[src/rtl/leaf_stream_buffer.sv]
// leaf_stream_buffer: small ready/valid FIFO with occupancy, transfer count
// and synchronous flush. Storage is a plain register array (not reset).
module leaf_stream_buffer #(
  parameter int DATA_W = 8,
  parameter int DEPTH  = 4
) (
  input  logic                       clk,
  input  logic                       rst,
  input  logic                       in_valid,
  output logic                       in_ready,
  input  logic [DATA_W-1:0]          in_data,
  output logic                       out_valid,
  input  logic                       out_ready,
  output logic [DATA_W-1:0]          out_data,
  output logic [$clog2(DEPTH):0]     level,
  output logic [15:0]                xfer_cnt,
  input  logic                       flush
);

  localparam int AW = $clog2(DEPTH);
  localparam int LW = AW + 1;

  logic [DATA_W-1:0] mem [DEPTH];
  logic [AW-1:0]     rd_ptr, wr_ptr;
  logic              live;   // clears in reset, sets on first edge after release
  logic              push, pop;

  // Handshake flags come only from registered level/live, never from inputs.
  assign in_ready  = live && (level < LW'(DEPTH));
  assign out_valid = (level != '0);
  assign out_data  = mem[rd_ptr];

  assign push = in_valid && in_ready && !flush;
  assign pop  = out_valid && out_ready && !flush;

  // Storage write; contents deliberately survive reset and flush.
  always_ff @(posedge clk) begin
    if (push) mem[wr_ptr] <= in_data;
  end

  // Pointers, occupancy and transfer counter.
  always_ff @(posedge clk or posedge rst) begin
    if (rst) begin
      rd_ptr   <= '0;
      wr_ptr   <= '0;
      level    <= '0;
      xfer_cnt <= '0;
      live     <= 1'b0;
    end else begin
      live <= 1'b1;
      if (flush) begin
        rd_ptr <= '0;
        wr_ptr <= '0;
        level  <= '0;
      end else begin
        // Power-of-two depth: pointers wrap naturally with no gap.
        if (push) wr_ptr <= wr_ptr + AW'(1);
        if (pop) begin
          rd_ptr   <= rd_ptr + AW'(1);
          xfer_cnt <= xfer_cnt + 16'd1;
        end
        if (push && !pop)      level <= level + LW'(1);
        else if (pop && !push) level <= level - LW'(1);
      end
    end
  end

endmodule

[config.mk]
export PLATFORM = sky130hd
export DESIGN_NAME = leaf_stream_buffer
export DESIGN_NICKNAME = d
export VERILOG_FILES = /design/src/rtl/leaf_stream_buffer.sv
export SDC_FILE = /design/constraint.sdc
export NUM_CORES = 1
export LEC_CHECK = 0
export CORE_MARGIN = 2
export CORE_UTILIZATION = 45
export CTS_CLUSTER_SIZE = 14
export DETAILED_ROUTE_END_ITERATION = 10
export GPL_ROUTABILITY_DRIVEN = 0
export GPL_TIMING_DRIVEN = 0
export PLACE_DENSITY_LB_ADDON = 0.1
export SLEW_MARGIN = 30
export SYNTH_ARGS = -nofsm -noshare
export SYNTH_HDL_FRONTEND = slang
export SYNTH_SLANG_ARGS = --single-unit
[constraint.sdc]
create_clock -name clk -period 1.95 [get_ports clk]
set_clock_uncertainty 0.05 [all_clocks]
set_input_delay 0.195 -clock clk [delete_from_list [all_inputs] [get_ports clk]]
set_output_delay 0.195 -clock clk [all_outputs]
set_load 0.05 [all_outputs]
==> qor.yml <==
timing:
  final.setup.tns_ps: 0
  finalMaxSlewViolations: 0
  setup_violations: 0
  max_freq_ghz: 0.534
  hold_viol_final: 0
  finalCriticalPeriod_ps: 1870
  tightest_slew_ps: 519
  fin_ws_ps: 75.9
  relSlewSlack: 0.653
  fin_crit_sh: 0.961
clock_tree:
  cts_sinks: 56
  numCtsBuffers: 5
  cts_buffer_depth: 2
  clkLatencyLatePin_ps: 300
  h-tree-depth: 2
  cts_hold_buf: 0
  cts_tree: "done"
  root_buffer: "clkbuf_8"
  post_cts_buffers: 0
  clk_pin_slew_ps: 90
routing:
  vias: 1359
  drc: 0
  vias_per_cell: 5.01
  wire_per_inst_um: 15.3
  antenna_left: 0
  wl_um: 4150
  firstDrtPassIters: 4
  drt_iter0_drc: 49
floorplanning:
  die_x_um: 76.6
  io_pins: 42
  core_mm2: 0.00511
  die_h_um: 76.6
  die-area_mm2: 0.00587
  initial_core_util: 0.465
  rows: 26
synthesis:
  yosysSeqAreaShare: 0.658
  synth_edf_count: 32
  synthArstFlopShare: 0.429
  syn_inst: 153
  yosys_warnings: 0
  netlist_area_mm2: 0.00237
  synth.distinct_cells: 37
  synth_top_cell_by_area: "edfxtp_1"
  synth_most_common_cell: "edfxtp_1"
  syn-num-nets: 172
  ys_dominant_reg_cell: "edfxtp_1"
  syn-mean-instance-area_um2: 15.5
  synth.top_cell.area_share: 0.405
  synth_seq_cells: 56
  synth_common_cells: "edfxtp_1, dfrtp_1, xnor2_1"
  yosys-top-cells-area: "edfxtp_1, dfrtp_1, mux4_2"
worst_setup_path:
  worstPathArrival_ps: 2050
  critPathLaunchType: "input pin"
  end_kind: "flop"
  crit_required_ps: 2130
  rrSetupSlack_ps: 80
  crit_fanout: 6
  criticalPathCategory: "in -> reg"
grt:
  grt_pass1_vias: 1399
  grt_pass1_wl_um: 6760
  grt-ovfl-total: 0
  grt_max_degree: 25
  grtUsageTotal: 0.151
  antenna_found_initial: 0
power_and_ir_drop:
  leakage_nw: 1.12
  vdd_drop_max_mv: 0.872
  power_density_mw_per_mm2: 1230
final_layout:
  diodes: 0
  final_area_mm2: 0.00296
  drive_gt1_frac: 0.184
  nets: 219
  syn_to_final_growth_pct: 24.6
worst_hold_path:
  hold_class: "in -> async"
run:
  max_cap_violations: 0
placed_design:
  placed_area_mm2: 0.00288
  dp_hpwl_um: 2970
  dp_slack_ps: -378
  port_buffers: 41
outcome:
  status: "finished clean"
[per-stage QoR]
| step | utilization | power [W] | hold WS [ps] | instances |
|---|---|---|---|---|
| finish | 0.579 | 0.00365 | 187 | 271 |
| floorplan | - | 0.00255 | 159 | 153 |
| global route | 0.579 | 0.00384 | 230 | 271 |
| global placement | 0.565 | 0.00296 | 410 | 264 |
| detailed placement | 0.565 | 0.00301 | 424 | 264 |
| CTS | 0.578 | 0.00367 | 378 | 271 |
[logic make-up after synthesis]
kind of cell,count (synthesis),synth area share
xor gates and xnor gates,19,0.0733
and+or+nand+nor,47,0.112
DFF,56,0.658
adders and majority gates,6,0.0348
buffers and inverters,10,0.0163
AOI/OAI and AO/OA,4,0.0190
other,1,0.00158
muxes,10,0.0849
[layout by cell type (no fill, tap or decap), types with 2 or more instances in the layout]
| cell type | count |
|---|---|
| nor2_1 | 9 |
| nor3_1 | 2 |
| edfxtp_1 | 32 |
| clkbuf_1 | 2 |
| or3_1 | 2 |
| clkbuf_8 | 5 |
| nor3_2 | 2 |
| dfrtp_1 | 21 |
| inv_1 | 6 |
| xnor2_1 | 13 |
| dlygate4sd2_1 | 2 |
| ha_1 | 5 |
| buf_2 | 8 |
| mux4_2 | 8 |
| clkdlybuf4s50_1 | 31 |
| nand3_1 | 2 |
| xor2_1 | 5 |
| and2_1 | 5 |
| and3_1 | 2 |
| nand2_1 | 10 |
| dfrtp_2 | 3 |
| nand4_1 | 4 |
[power by group]
group	internal (W)	total (W)	leakage, nW	switching (W)
Sequential	0.00137	0.00151	0.601	0.000141
Clock	0.000385	0.000736	0.0524	0.000351
Combinational	0.000499	0.00141	0.465	0.000908
[per-layer routing]
layer,global-route usage,vias up,wire length [µm]
met2,0.257,42,2090
met5,0,-,0
met3,0.0450,7,199
li1,-,648,-
met4,0.0509,0,55
met1,0.185,662,1810
[final cells by class]
class	count	area, µm²
Inverter	7	26.3
Multi-Input combinational cell	87	787
Clock inverter	1	30.0
Sequential cell	56	1570
Tap cell	70	87.6
Buffer	2	16.3
Timing Repair Buffer	41	368
Clock buffer	7	76.3
Fill cell	431	2150
[path summary, 6_finish.rpt]
check,startpoint,endpoint,cells past startpoint
setup / recovery,out_ready,level[2],6
hold / removal,rst,xfer_cnt[15],2
setup reg to reg,level[1],level[1],4
hold reg to reg,xfer_cnt[15],xfer_cnt[15],1
max in group asynchronous,rst,level[1],2
min in group clk,xfer_cnt[15],xfer_cnt[15],1
[timing repair]
item                                   4_1_cts  5_1_grt
gates resized for setup                     40        5
setup endpoints to repair                   11        2
gates cloned                                 0        0
endpoints found under the hold margin        0        0
[worst max-delay path: stages]
cell and delay, ps:
clkdlybuf4s50_1 560, o31a_2 280, nor3_2 70, fa_1 400
or3_1 370, a31oi_1 160
[flip-flops by register name (all words and copies together), names as in the netlist]
register  flops
wr_ptr        2
rd_ptr        2
live          1
level         3
xfer_cnt     16
mem          32
No activity file was read; power rests on OpenSTA's default activity.
==> RTL change, RTL diff (config.mk and constraints unchanged) <==
Set the parameter `DEPTH` to 8 (it was 4).
--- a/src/rtl/leaf_stream_buffer.sv
+++ b/src/rtl/leaf_stream_buffer.sv
@@ -2,7 +2,7 @@
 // and synchronous flush. Storage is a plain register array (not reset).
 module leaf_stream_buffer #(
   parameter int DATA_W = 8,
-  parameter int DEPTH  = 4
+  parameter int DEPTH  = 8
 ) (
   input  logic                       clk,
   input  logic                       rst,
Interface: changed (resized level); port bits go from 42 to 43. No check against the original RTL was run, so the function may have changed too.
==> RTL change against the unedited design <==
- power up 60%
- synthesized area up 60%
- sequential cell count up 35
- the run now ends with negative setup slack left
- maximum frequency down 16%
- cell area up 64%
- synthesized cell count up 48%
- wire length up 74%
- first-iteration DRC count up 76%
- worst setup slack worse by 0.35 ns
- count of clock-buffer cells in the layout up 3
- highest routed layer unchanged
- worst hold slack worse by 0.028 ns
==> RTL change: results (changes against the unedited design) <==
- Status: finished, violations left
- Failing checks: negative setup slack
- Data arrival, critical path: 1.98 ns (-0.07 ns)
- # setup viols final: 8 (+8)
- DR vias/cell: 5.175 (+3.2%)
- Gr usage total: 17.79% (+2.7 points)
- I/O Buffers: 42 (+2.4%)
- Setup total negative slack: -2.091 ns (-2.091 ns)
- Num CTS Buffers: 9 (+4)
- Syn nets: 246 (+43%)
- Final WS setup: -0.2769 ns (-0.3529 ns)
- Final #Nets: 310 (+42%)
- Asr flop ratio synth: 29.67% (-13 points)
- Mapped Avg Cell Area: 16.73 µm² (+7.9%)
- Reg2reg start: level[3]
- Hpwl dp: 4.505 mm (+52%)
- Sw Pwr: 0.002033 W (+45%)
- Worst VDD drop: 776.8 µV (-11%)
- Placed cell count: 374 (+42%)
- Final wirelength: 7.229 mm (+74%)
- DRT iter0 DRCs: 86 (+76%)
- Post-placement cell area: 4428 µm² (+54%)
- CP Max Fanout: 7 (+1)
- Pin count of the biggest net entering global routing: 28 (+12%)
- First-pass GRT wire length: 11.54 mm (+71%)
- Commonest cells post-synth: 64 x edfxtp_1, 27 x dfrtp_1, 21 x nor2_1, 16 x mux4_2, 13 x nand2_1
- Ranking of synthesized cells by area: edfxtp_1 51%, dfrtp_1 18%, mux4_2 9.5%
- Largest regs: mem x64, xfer_cnt x16, level x4
- Vias in the first global route: 2144 (+53%)
- R2R Path End: mem[0][2]
- Post-synth EDFFs: 64 (+100%)
- Share of cells above drive strength 1: 30.07% (+12 points)
- Htree depth: 3 (+1)
- Fin cells: 401 (+48%)
- Worst slew pin tran: 0.7680 ns (+0.2490 ns)
- Worst skew pair latency: 0.35 ns (+0.05 ns)
- Dpl ws: -1.154 ns (-0.7763 ns)
- Share of the yosys chip area belonging to registers: 68.38% (+2.6 points)
- Worst hold slack: 0.1593 ns (-0.02808 ns)
-- RTL change: cell count changes after synthesis, moves of 4 or more --
cell and delta:
and2_1 -4, edfxtp_1 +32, mux2_2 +9, mux4_2 +8, nor2_1 +12, xor2_1 +4
-- RTL change: layout make-up --
cell class                      count  area, µm²
Fill cell                         618       3354
Buffer                              6      63.81
Timing Repair Buffer               53      559.3
Multi-Input combinational cell    125       1281
Sequential cell                    91       2605
Inverter                            5      18.77
Tap cell                          105      131.4
Clock inverter                      6      75.07
Clock buffer                       10      127.6
-- RTL change: how the worst max path moves through the flow --
| stage | from | to | slack (ns) | cells past startpoint |
|---|---|---|---|---|
| 2_1_floorplan | level[2] | level[3] | -0.16 | 6 |
| 3_3_place_gp | rd_ptr[1] | out_data[1] | -1.17 | 5 |
| 3_5_place_dp | rd_ptr[1] | out_data[1] | -1.15 | 5 |
| 4_1_cts | rd_ptr[0] | out_data[3] | -0.27 | 5 |
| 5_1_grt | rd_ptr[0] | out_data[3] | -0.34 | 5 |
| 6_report | rd_ptr[0] | out_data[3] | -0.28 | 5 |
-- RTL change: per-layer routing --
layer	global-route usage (%)	vias to the layer above	routed length, µm	share of wire, %
li1	-	985	-	-
met1	24.80	1052	3312	46
met2	27.80	27	3614	50
met3	3.367	11	186	2.6
met4	7.143	0	116	1.6
met5	0	-	0	0
-- RTL change: repair_timing --
item | in CTS | in global routing
setup endpoints to repair | 79 | 44
pin swaps | 4 | 0
gates resized for setup | 85 | 4
cloned | 1 | 0
setup buffers | 9 | 1
-- RTL change: cells by family (layout without fill, tap and decap cells) --
logic type | count (synthesis) | after routing | share of synthesized area, %
adders and majority gates | 6 | 6 | 2.174
other | 1 | 1 | 0.09872
buffers and inverters | 11 | 80 | 1.153
AOI/OAI and AO/OA | 8 | 8 | 1.976
DFF | 91 | 91 | 68.38
xor gates and xnor gates | 21 | 21 | 4.842
and+or+nand+nor | 62 | 62 | 8.696
muxes | 27 | 27 | 12.68
-- RTL change: power by group through the flow --
| stage | sequential (W) | clock [W] | combinational, W |
|---|---|---|---|
| 2_1_floorplan | 0.00268 | 0 | 0.00109 |
| 3_3_place_gp | 0.00242 | 0 | 0.00189 |
| 3_5_place_dp | 0.00242 | 0 | 0.00191 |
| 4_1_cts | 0.00238 | 0.00132 | 0.00216 |
| 5_1_grt | 0.00240 | 0.00139 | 0.00231 |
| 6_report | 0.00238 | 0.00128 | 0.00216 |
-- RTL change: worst max-delay path: stages (launching register included) --
cell and delay (ns):
dfrtp_1 0.39, buf_8 0.14, buf_12 0.14, mux4_2 0.51, mux2_4 0.29, buf_6 0.15
